$ cat config.mk
export PLATFORM = sky130hd
export DESIGN_NAME = slot_ap_ctrl_responder_flat
export DESIGN_NICKNAME = d
export VERILOG_FILES = /design/src/rtl/slot_ctrl_pkg.sv /design/src/rtl/slot_ap_ctrl_responder_if.sv /design/src/rtl/task_handshake_tracker.sv /design/src/rtl/slot_ap_ctrl_responder.sv /design/src/flat_wrapper.sv
export SDC_FILE = /design/constraint.sdc
export NUM_CORES = 1
export LEC_CHECK = 0
export CAP_MARGIN = 25
export CORE_ASPECT_RATIO = 0.9
export CORE_MARGIN = 3
export CORE_UTILIZATION = 25
export DETAILED_ROUTE_END_ITERATION = 16
export PLACE_DENSITY = 0.52
export SYNTH_ARGS = -nofsm -noshare
export SYNTH_HDL_FRONTEND = slang
export SYNTH_HIERARCHICAL = 1
export SYNTH_SLANG_ARGS = --single-unit
$ cat constraint.sdc
create_clock -name ap_clk -period 2.1 [get_ports ap_clk]
set_input_delay 0.315 -clock ap_clk [delete_from_list [all_inputs] [get_ports ap_clk]]
set_output_delay 0.315 -clock ap_clk [all_outputs]
set_load 0.03 [all_outputs]
$ cat src/rtl/slot_ctrl_pkg.sv
// Slot-controller state encoding. The top-level FSM controller reuses this encoding for its
// per-slot state, so the values are fixed rather than left to the tools.
package slot_ctrl_pkg;

  typedef enum logic [1:0] {
    ST_IDLE   = 2'b00,
    ST_LAUNCH = 2'b01,
    ST_RUN    = 2'b11
  } slot_state_e;

endpackage : slot_ctrl_pkg

$ cat src/rtl/slot_ap_ctrl_responder_if.sv
// ap-ctrl bundle between the top controller, this slot's responder and its child tasks.
// The slave modport is the responder's view; the master modport is the environment's view.
interface slot_ap_ctrl_responder_if #(
  parameter int NUM_TASKS    = 3,
  parameter int NUM_SCALARS  = 2,
  parameter int SCALAR_WIDTH = 64
);

  logic                                ap_start;
  logic                                ap_ready;
  logic                                ap_done;
  logic                                ap_idle;
  logic [NUM_SCALARS*SCALAR_WIDTH-1:0] scalars_in;
  logic [NUM_SCALARS*SCALAR_WIDTH-1:0] task_scalars;
  logic [NUM_TASKS-1:0]                task_ap_start;
  logic [NUM_TASKS-1:0]                task_ap_ready;
  logic [NUM_TASKS-1:0]                task_ap_done;
  logic [NUM_TASKS-1:0]                task_ap_idle;
  // Debug only: all children report idle; never feeds control.
  logic                                children_idle;

  modport slave (
    input  ap_start, scalars_in, task_ap_ready, task_ap_done, task_ap_idle,
    output ap_ready, ap_done, ap_idle, task_scalars, task_ap_start, children_idle
  );

  modport master (
    output ap_start, scalars_in, task_ap_ready, task_ap_done, task_ap_idle,
    input  ap_ready, ap_done, ap_idle, task_scalars, task_ap_start, children_idle
  );

endinterface : slot_ap_ctrl_responder_if

$ cat src/rtl/task_handshake_tracker.sv
// Sticky per-child handshake bits with synchronous clear. The all_o output also counts
// bits being set this cycle, so the completion decision costs no extra cycle.
module task_handshake_tracker #(
  parameter int NUM_TASKS = 3
) (
  input  logic                 clk_i,
  input  logic                 rst_ni,
  input  logic                 clr_i,
  input  logic [NUM_TASKS-1:0] set_i,
  output logic [NUM_TASKS-1:0] seen_o,
  output logic                 all_o
);

  logic [NUM_TASKS-1:0] seen_q;
  logic [NUM_TASKS-1:0] seen_d;

  always_comb begin
    seen_d = seen_q | set_i;
    if (clr_i) begin
      seen_d = '0;
    end
  end

  always_ff @(posedge clk_i or negedge rst_ni) begin
    if (!rst_ni) begin
      seen_q <= '0;
    end else begin
      seen_q <= seen_d;
    end
  end

  assign seen_o = seen_q;
  assign all_o  = &(seen_q | set_i);

endmodule : task_handshake_tracker

$ cat src/rtl/slot_ap_ctrl_responder.sv
// Slot-side ap-ctrl responder: latches scalars on ap_start, launches all child tasks and
// returns one registered ap_ready/ap_done pulse once every child has responded.
module slot_ap_ctrl_responder
  import slot_ctrl_pkg::*;
#(
  parameter int NUM_TASKS    = 3,
  parameter int NUM_SCALARS  = 2,
  parameter int SCALAR_WIDTH = 64
) (
  input  logic                     ap_clk,
  input  logic                     ap_rst_n,
  slot_ap_ctrl_responder_if.slave  bus
);

  localparam int SW = NUM_SCALARS * SCALAR_WIDTH;

  slot_state_e          state_q;
  slot_state_e          state_d;
  logic                 ap_ready_q;
  logic                 ap_ready_d;
  logic                 ap_done_q;
  logic                 ap_done_d;
  logic [SW-1:0]        task_scalars_q;
  logic [SW-1:0]        task_scalars_d;

  logic [NUM_TASKS-1:0] rdy_seen;
  logic [NUM_TASKS-1:0] done_seen;
  logic [NUM_TASKS-1:0] rdy_set;
  logic [NUM_TASKS-1:0] done_set;
  logic [NUM_TASKS-1:0] task_start;
  logic                 rdy_all;
  logic                 done_all;
  logic                 accept;
  logic                 idle;

  // The registered ap_ready blocks a re-launch while the controller still holds ap_start.
  assign accept   = (state_q == ST_IDLE) && bus.ap_start && !ap_ready_q;
  assign rdy_set  = (state_q == ST_LAUNCH) ? (task_start & bus.task_ap_ready) : '0;
  assign done_set = (state_q != ST_IDLE) ? bus.task_ap_done : '0;

  task_handshake_tracker #(.NUM_TASKS(NUM_TASKS)) u_rdy_tracker (
    .clk_i  (ap_clk),
    .rst_ni (ap_rst_n),
    .clr_i  (accept),
    .set_i  (rdy_set),
    .seen_o (rdy_seen),
    .all_o  (rdy_all)
  );

  task_handshake_tracker #(.NUM_TASKS(NUM_TASKS)) u_done_tracker (
    .clk_i  (ap_clk),
    .rst_ni (ap_rst_n),
    .clr_i  (accept),
    .set_i  (done_set),
    .seen_o (done_seen),
    .all_o  (done_all)
  );

  always_ff @(posedge ap_clk or negedge ap_rst_n) begin
    if (!ap_rst_n) begin
      state_q        <= ST_IDLE;
      ap_ready_q     <= 1'b0;
      ap_done_q      <= 1'b0;
      task_scalars_q <= '0;
    end else begin
      state_q        <= state_d;
      ap_ready_q     <= ap_ready_d;
      ap_done_q      <= ap_done_d;
      task_scalars_q <= task_scalars_d;
    end
  end

  always_comb begin
    state_d        = state_q;
    ap_ready_d     = 1'b0;
    ap_done_d      = 1'b0;
    task_scalars_d = task_scalars_q;
    case (state_q)
      ST_IDLE: begin
        if (accept) begin
          task_scalars_d = bus.scalars_in;
          state_d        = ST_LAUNCH;
        end
      end
      ST_LAUNCH: begin
        // Children that finish before all have accepted collapse into one combined pulse.
        if (rdy_all && done_all) begin
          ap_ready_d = 1'b1;
          ap_done_d  = 1'b1;
          state_d    = ST_IDLE;
        end else if (rdy_all) begin
          ap_ready_d = 1'b1;
          state_d    = ST_RUN;
        end
      end
      ST_RUN: begin
        if (done_all) begin
          ap_done_d = 1'b1;
          state_d   = ST_IDLE;
        end
      end
      default: begin
        state_d = ST_IDLE;
      end
    endcase
  end

  always_comb begin
    task_start = '0;
    idle       = 1'b0;
    case (state_q)
      ST_IDLE:   idle       = 1'b1;
      ST_LAUNCH: task_start = ~rdy_seen;
      default:   task_start = '0;
    endcase
  end

  assign bus.ap_ready      = ap_ready_q;
  assign bus.ap_done       = ap_done_q;
  assign bus.ap_idle       = idle;
  assign bus.task_scalars  = task_scalars_q;
  assign bus.task_ap_start = task_start;
  assign bus.children_idle = &bus.task_ap_idle;

endmodule : slot_ap_ctrl_responder

$ cat src/flat_wrapper.sv
// flat-port wrapper written by rule: the top's interface ports become plain ports
module slot_ap_ctrl_responder_flat import slot_ctrl_pkg::*;
#(
  parameter int NUM_TASKS    = 3,
  parameter int NUM_SCALARS  = 2,
  parameter int SCALAR_WIDTH = 64
)
  (ap_clk, ap_rst_n, bus_ap_start, bus_scalars_in, bus_task_ap_ready, bus_task_ap_done, bus_task_ap_idle, bus_ap_ready, bus_ap_done, bus_ap_idle, bus_task_scalars, bus_task_ap_start, bus_children_idle);
  slot_ap_ctrl_responder_if #(.NUM_TASKS(NUM_TASKS), .NUM_SCALARS(NUM_SCALARS), .SCALAR_WIDTH(SCALAR_WIDTH)) bus_i ();
  input  logic ap_clk;
  input  logic ap_rst_n;
  input wire logic [$bits(bus_i.ap_start)-1:0] bus_ap_start;
  input wire logic [$bits(bus_i.scalars_in)-1:0] bus_scalars_in;
  input wire logic [$bits(bus_i.task_ap_ready)-1:0] bus_task_ap_ready;
  input wire logic [$bits(bus_i.task_ap_done)-1:0] bus_task_ap_done;
  input wire logic [$bits(bus_i.task_ap_idle)-1:0] bus_task_ap_idle;
  output wire logic [$bits(bus_i.ap_ready)-1:0] bus_ap_ready;
  output wire logic [$bits(bus_i.ap_done)-1:0] bus_ap_done;
  output wire logic [$bits(bus_i.ap_idle)-1:0] bus_ap_idle;
  output wire logic [$bits(bus_i.task_scalars)-1:0] bus_task_scalars;
  output wire logic [$bits(bus_i.task_ap_start)-1:0] bus_task_ap_start;
  output wire logic [$bits(bus_i.children_idle)-1:0] bus_children_idle;
  assign bus_i.ap_start = bus_ap_start;
  assign bus_i.scalars_in = bus_scalars_in;
  assign bus_i.task_ap_ready = bus_task_ap_ready;
  assign bus_i.task_ap_done = bus_task_ap_done;
  assign bus_i.task_ap_idle = bus_task_ap_idle;
  assign bus_ap_ready = bus_i.ap_ready;
  assign bus_ap_done = bus_i.ap_done;
  assign bus_ap_idle = bus_i.ap_idle;
  assign bus_task_scalars = bus_i.task_scalars;
  assign bus_task_ap_start = bus_i.task_ap_start;
  assign bus_children_idle = bus_i.children_idle;
  slot_ap_ctrl_responder #(.NUM_TASKS(NUM_TASKS), .NUM_SCALARS(NUM_SCALARS), .SCALAR_WIDTH(SCALAR_WIDTH)) u_core (.ap_clk(ap_clk), .ap_rst_n(ap_rst_n), .bus(bus_i));
endmodule
* Word level (Yosys, flattened, before mapping)
Cells that the tools add are included.
Word-level totals: bits in latches 0, output and inout port bits 135, memories 0, RAM bits 0, input port bits 140, logic and storage cells 43, bits in read-only memories 0, register bits 138
Operators by class: mux-type cells 17, bitwise gates (word level) 4, divide/modulo/power cells 0, eq/ne operators 5, reductions and logical operators 11, $add $sub $neg 0, multipliers 0, shift operators 0, $lt $le $gt $ge 0
Operators with widths (number):
- $mux 3 | 5
- $reduce_and 3->1 | 4
- $mux 2 | 4
- $mux 1 | 6
- $or 3x3->3 | 2
- $pmux 2 s3 | 1
- $ne 2x1->1 const B | 2
- $and 3x3->3 | 1
- $logic_and 1x1->1 | 3
- $ne 3x2->1 const B | 1
- $not 3->3 | 1
- $eq 2x1->1 const B | 1
- $eq 2x2->1 const B | 1
- $logic_not 2->1 | 1
- $pmux 1 s2 | 1
- $reduce_and 2->1 | 1
- $reduce_bool 2->1 | 1
- $logic_not 1->1 | 1

* Longest topological paths before layout
depth after elaboration 9, depth in mapped cells 6

* By module
Netlist, hierarchy kept.
Modules (own cells, without submodules):
- slot_ap_ctrl_responder | times used 1, sequential area each 3303.2 um2, area an instance 5003.5 um2, cells each 295
- task_handshake_tracker | times used 2, sequential area each 75.1 um2, area an instance 107.6 um2, cells each 10

* Worst setup path after synthesis
OpenSTA, ideal clock, no wires.
kind reg-to-reg, start point register u_core.ap_ready_q (netlist: u_core/bus.ap_ready), end point register u_core.task_scalars_q[0] (netlist: u_core/bus.task_scalars[0]), arrival time 1516 ps, cell stages (with the launch flop) 5, path buffers 2, setup slack 457 ps, clock period less this slack 1643 ps, required time 1973 ps, cells stage by stage dfrtp_1 nor4b_2 buf_4 buf_6 mux2_1
On the way: cells in the longest elaborated chain, start to end 3
RTL lines:
- start, declared | RTL line slot_ap_ctrl_responder.sv:19 | logic ap_ready_q;
- start signal, assigned | RTL line slot_ap_ctrl_responder.sv:67 | ap_ready_q <= ap_ready_d;
- $logic_not 1->1 | RTL line slot_ap_ctrl_responder.sv:37 | assign accept = (state_q == ST_IDLE) && bus.ap_start && !ap_ready_q;
- $logic_and 1x1->1 | RTL line slot_ap_ctrl_responder.sv:37
- $reduce_and 2->1 (no line)
- end signal, assigned | RTL line slot_ap_ctrl_responder.sv:69 | task_scalars_q <= task_scalars_d;
- end, declared | RTL line slot_ap_ctrl_responder.sv:23 | logic [SW-1:0] task_scalars_q;
Every way passes these cells. A chain may end at the register's enable or synchronous reset.

* Final worst setup path
start point register u_core.state_q[1], end point output bus_task_ap_start[1]
On the way: cells in the longest elaborated chain, start to end 2
RTL lines:
- start, declared | RTL line slot_ap_ctrl_responder.sv:17 | slot_state_e state_q;
- start signal, assigned | RTL line slot_ap_ctrl_responder.sv:66 | state_q <= state_d;
- $eq 2x1->1 | RTL line slot_ap_ctrl_responder.sv:111 | case (state_q)
- $mux 3 | RTL line slot_ap_ctrl_responder.sv:111
- end, declared | RTL line flat_wrapper.sv:21 | output wire logic [$bits(bus_i.task_ap_start)-1:0] bus_task_ap_start;
Every way passes these cells.

==> flow_metrics.py <==
metrics = {
    "outcome": {
        "outcome": "complete, no violations",
    },
    "timing": {
        "tns_ns": 0,
        "rsz0062_at_grt": "false",
        "hold_ws_ns": 0.413,
        "fin_crit_ns": 1.97,
        "fin_skew_ns": 0.00702,
        "setup_viol_count_final": 0,
        "layout_setup_ws_ns": 0.129,
        "final.period_utilization": 0.939,
        "hold_violations": 0,
        "drv_slew": 0,
        "worst_pin_slew_ns": 0.474,
        "slew_headroom": 0.684,
        "max_clock_freq_ghz": 0.507,
    },
    "die": {
        "coreArea_um2": 20200,
        "num_rows": 49,
        "design.die.area_um2": 22600,
        "die_w_um": 158,
        "initial_core_util": 0.258,
        "fp.dieH_um": 143,
        "io_pins": 275,
    },
    "placement": {
        "portBuffers": 274,
        "hpwlAfterDp_um": 11100,
        "pre_cts_ws_ns": 0.161,
        "gp_congestion": 0.744,
    },
    "power": {
        "clkPwrFrac": 0.185,
        "power_switching_uw": 6100,
        "leakagePower_uw": 0.00367,
        "pwr-share-comb": 0.509,
        "p_int_uw": 9210,
        "switching_share": 0.398,
        "seq_power_share": 0.306,
        "powerDensity_nw_per_um2": 1720,
        "vdd_ir_drop_max_v": 0.000718,
    },
    "clocking": {
        "numCtsBuffers": 17,
        "clkLatencyLatePin_ns": 0.41,
        "clockBufferDepth": 2,
        "cts_tree": "done",
        "post-cts-setup-buffers": 0,
        "cts_sinks": 138,
        "htreeDepth": 4,
        "clkTransAtPathRegs_ns": 0.06,
        "root_buffer": "clkbuf_16",
    },
    "global_route": {
        "grt_max_degree": 49,
        "antenna_found_initial": 0,
        "gr-usage-met2": 0.210,
        "grt_use_met1": 0.147,
        "gr-usage-met3": 0.0579,
        "grt_first_pass_wirelength_um": 22100,
        "top_usage_layer": "met2",
        "grt_use_total": 0.127,
        "grt-ovfl-total": 0,
        "grt_pass1_vias": 4059,
    },
    "logic_synthesis": {
        "synth_top_area_cell": "dfrtp_1",
        "syn_avg_cell_area_um2": 16.6,
        "yosys-top-cells-count": "138 x dfrtp_1, 100 x mux2_1, 28 x mux2_2",
        "syn_area_um2": 5220,
        "yosysWarnings": 6,
        "async_reset_ff_frac": 1.00,
        "ys_seq_area_frac": 0.662,
        "synth-edff-count": 0,
        "synthTopCellsByArea": "dfrtp_1 66%, mux2_1 22%, mux2_2 6.0%",
        "synth_flop_cell": "dfrtp_1",
        "synth_cell_types": 16,
        "synth_cells": 315,
        "yosys_register_bits": 138,
        "syn-num-nets": 455,
        "synthMostInstantiatedCell": "dfrtp_1",
        "yosys.area.top_type_share": 0.662,
    },
    "worst_setup_path": {
        "arrival_ns": 1.66,
        "end_kind": "primary output",
        "crit_fanout": 7,
        "worst-setup-path-type": "reg2out",
        "required_ns": 1.78,
        "cp-start-kind": "flip-flop",
    },
    "routing": {
        "detail_route.wl_per_cell_um": 16.4,
        "drt_iter0_drc": 95,
        "viasPerCell": 4.16,
        "vias": 3655,
        "route.detailed.drc": 0,
        "drt_pass1_iterations": 4,
        "ant_nets": 0,
        "wl_um": 14400,
    },
    "min_path": {
        "hp-class": "in2async",
    },
    "finish": {
        "layout-drive-gt1-share": 0.127,
        "fillers": 1868,
        "nNetsFinal": 750,
        "n_antenna_cell": 0,
        "area_growth_syn_to_layout_pct": 70.2,
    },
    "run": {
        "maxCapViolations": 0,
    },
}
flip-flops by register name, indices dropped and copies added, names as in the netlist:
signal / cells
u_core/bus.task_scalars: 128
u_core/u_done_tracker/seen_o: 3
u_core/u_rdy_tracker/seen_o: 3
u_core/state_q: 2
u_core/bus.ap_done: 1
u_core/bus.ap_ready: 1
worst max-delay path, stage by stage (launching register included):
cell,delay [ns]
dfrtp_1,0.44
nand2b_1,0.27
nor2_1,0.15
clkdlybuf4s15_1,0.39
metal layers:
| metal | vias up | share of wire |
|---|---|---|
| li1 | 1691 | - |
| met1 | 1787 | 0.40 |
| met5 | - | 0 |
| met2 | 164 | 0.49 |
| met4 | 0 | 0.011 |
| met3 | 13 | 0.10 |
path summary, 6_finish.rpt:
path                                                               from                                       to  slack (ns)  depth (start not counted)
min in group ap_clk             u_core/bus.task_scalars[56]$_DFFE_PN0P_  u_core/bus.task_scalars[56]$_DFFE_PN0P_        0.48                          1
max in group asynchronous                                      ap_rst_n  u_core/bus.task_scalars[72]$_DFFE_PN0P_        1.04                          3
worst min register to register  u_core/bus.task_scalars[56]$_DFFE_PN0P_  u_core/bus.task_scalars[56]$_DFFE_PN0P_        0.48                          1
worst min-delay path                                           ap_rst_n  u_core/bus.task_scalars[47]$_DFFE_PN0P_        0.41                          2
worst max-delay path                      u_core/state_q[1]$_DFFE_PN0P_                     bus_task_ap_start[1]        0.13                          3
worst max register to register            u_core/state_q[1]$_DFFE_PN0P_            u_core/state_q[0]$_DFFE_PN0P_        0.33                          6
repair_timing:
action | in CTS | in global routing
endpoints found under the setup margin | 4 | 3
gates cloned | 0 | 0
gates resized for setup | 4 | 4
hold endpoints to repair | 45 | 0
hold buffers | 1 | 0
stage by stage:
stage | utilization | instances | area (um2) | total power [uW]
6_report | 0.439 | 878 | 8880 | 15300
3_5_place_dp | 0.411 | 845 | 8320 | 12700
2_1_floorplan | - | 315 | 5220 | 9040
5_1_grt | 0.439 | 878 | 8880 | 16200
3_3_place_gp | 0.411 | 845 | 8320 | 12500
4_1_cts | 0.439 | 878 | 8880 | 15600
layout make-up:
cell class | count | area, um2 | share of cell area
Multi-Input combinational cell | 162 | 1640 | 0.184
Clock inverter | 13 | 119 | 0.0134
Sequential cell | 138 | 3450 | 0.389
Tap cell | 255 | 319 | 0.0359
Inverter | 1 | 3.75 | 0.000423
Timing Repair Buffer | 290 | 2910 | 0.328
Clock buffer | 19 | 443 | 0.0499
layout by cell type, fill, tap and decap left out, types with 2 or more instances in the layout:
master / count
nor2b_1: 5
nor3b_1: 3
mux2_1: 100
buf_12: 4
nor2_1: 19
clkdlybuf4s15_1: 2
buf_4: 11
nor3_2: 2
clkinv_2: 3
clkinv_4: 2
mux2_2: 28
dfrtp_1: 138
clkinvlp_4: 4
clkbuf_16: 17
clkdlybuf4s50_1: 269
inv_6: 3
kinds of logic after synthesis:
group / Yosys count / synth area share
DFF: 138 / 0.662
muxes: 128 / 0.276
and+or+nand+nor: 33 / 0.0338
AOI/OAI and AO/OA: 1 / 0.00168
buffers and inverters: 15 / 0.0266
power groups by stage:
stage                     Clock (uW)  Combinational [uW]  Sequential, uW
after floorplan                    0                1820            7230
after global routing            3070                8230            4890
after CTS                       2950                7910            4720
final                           2830                7790            4690
after global placement             0                7850            4690
after detailed placement           0                7920            4750
Power figures use the tool's default switching activity.
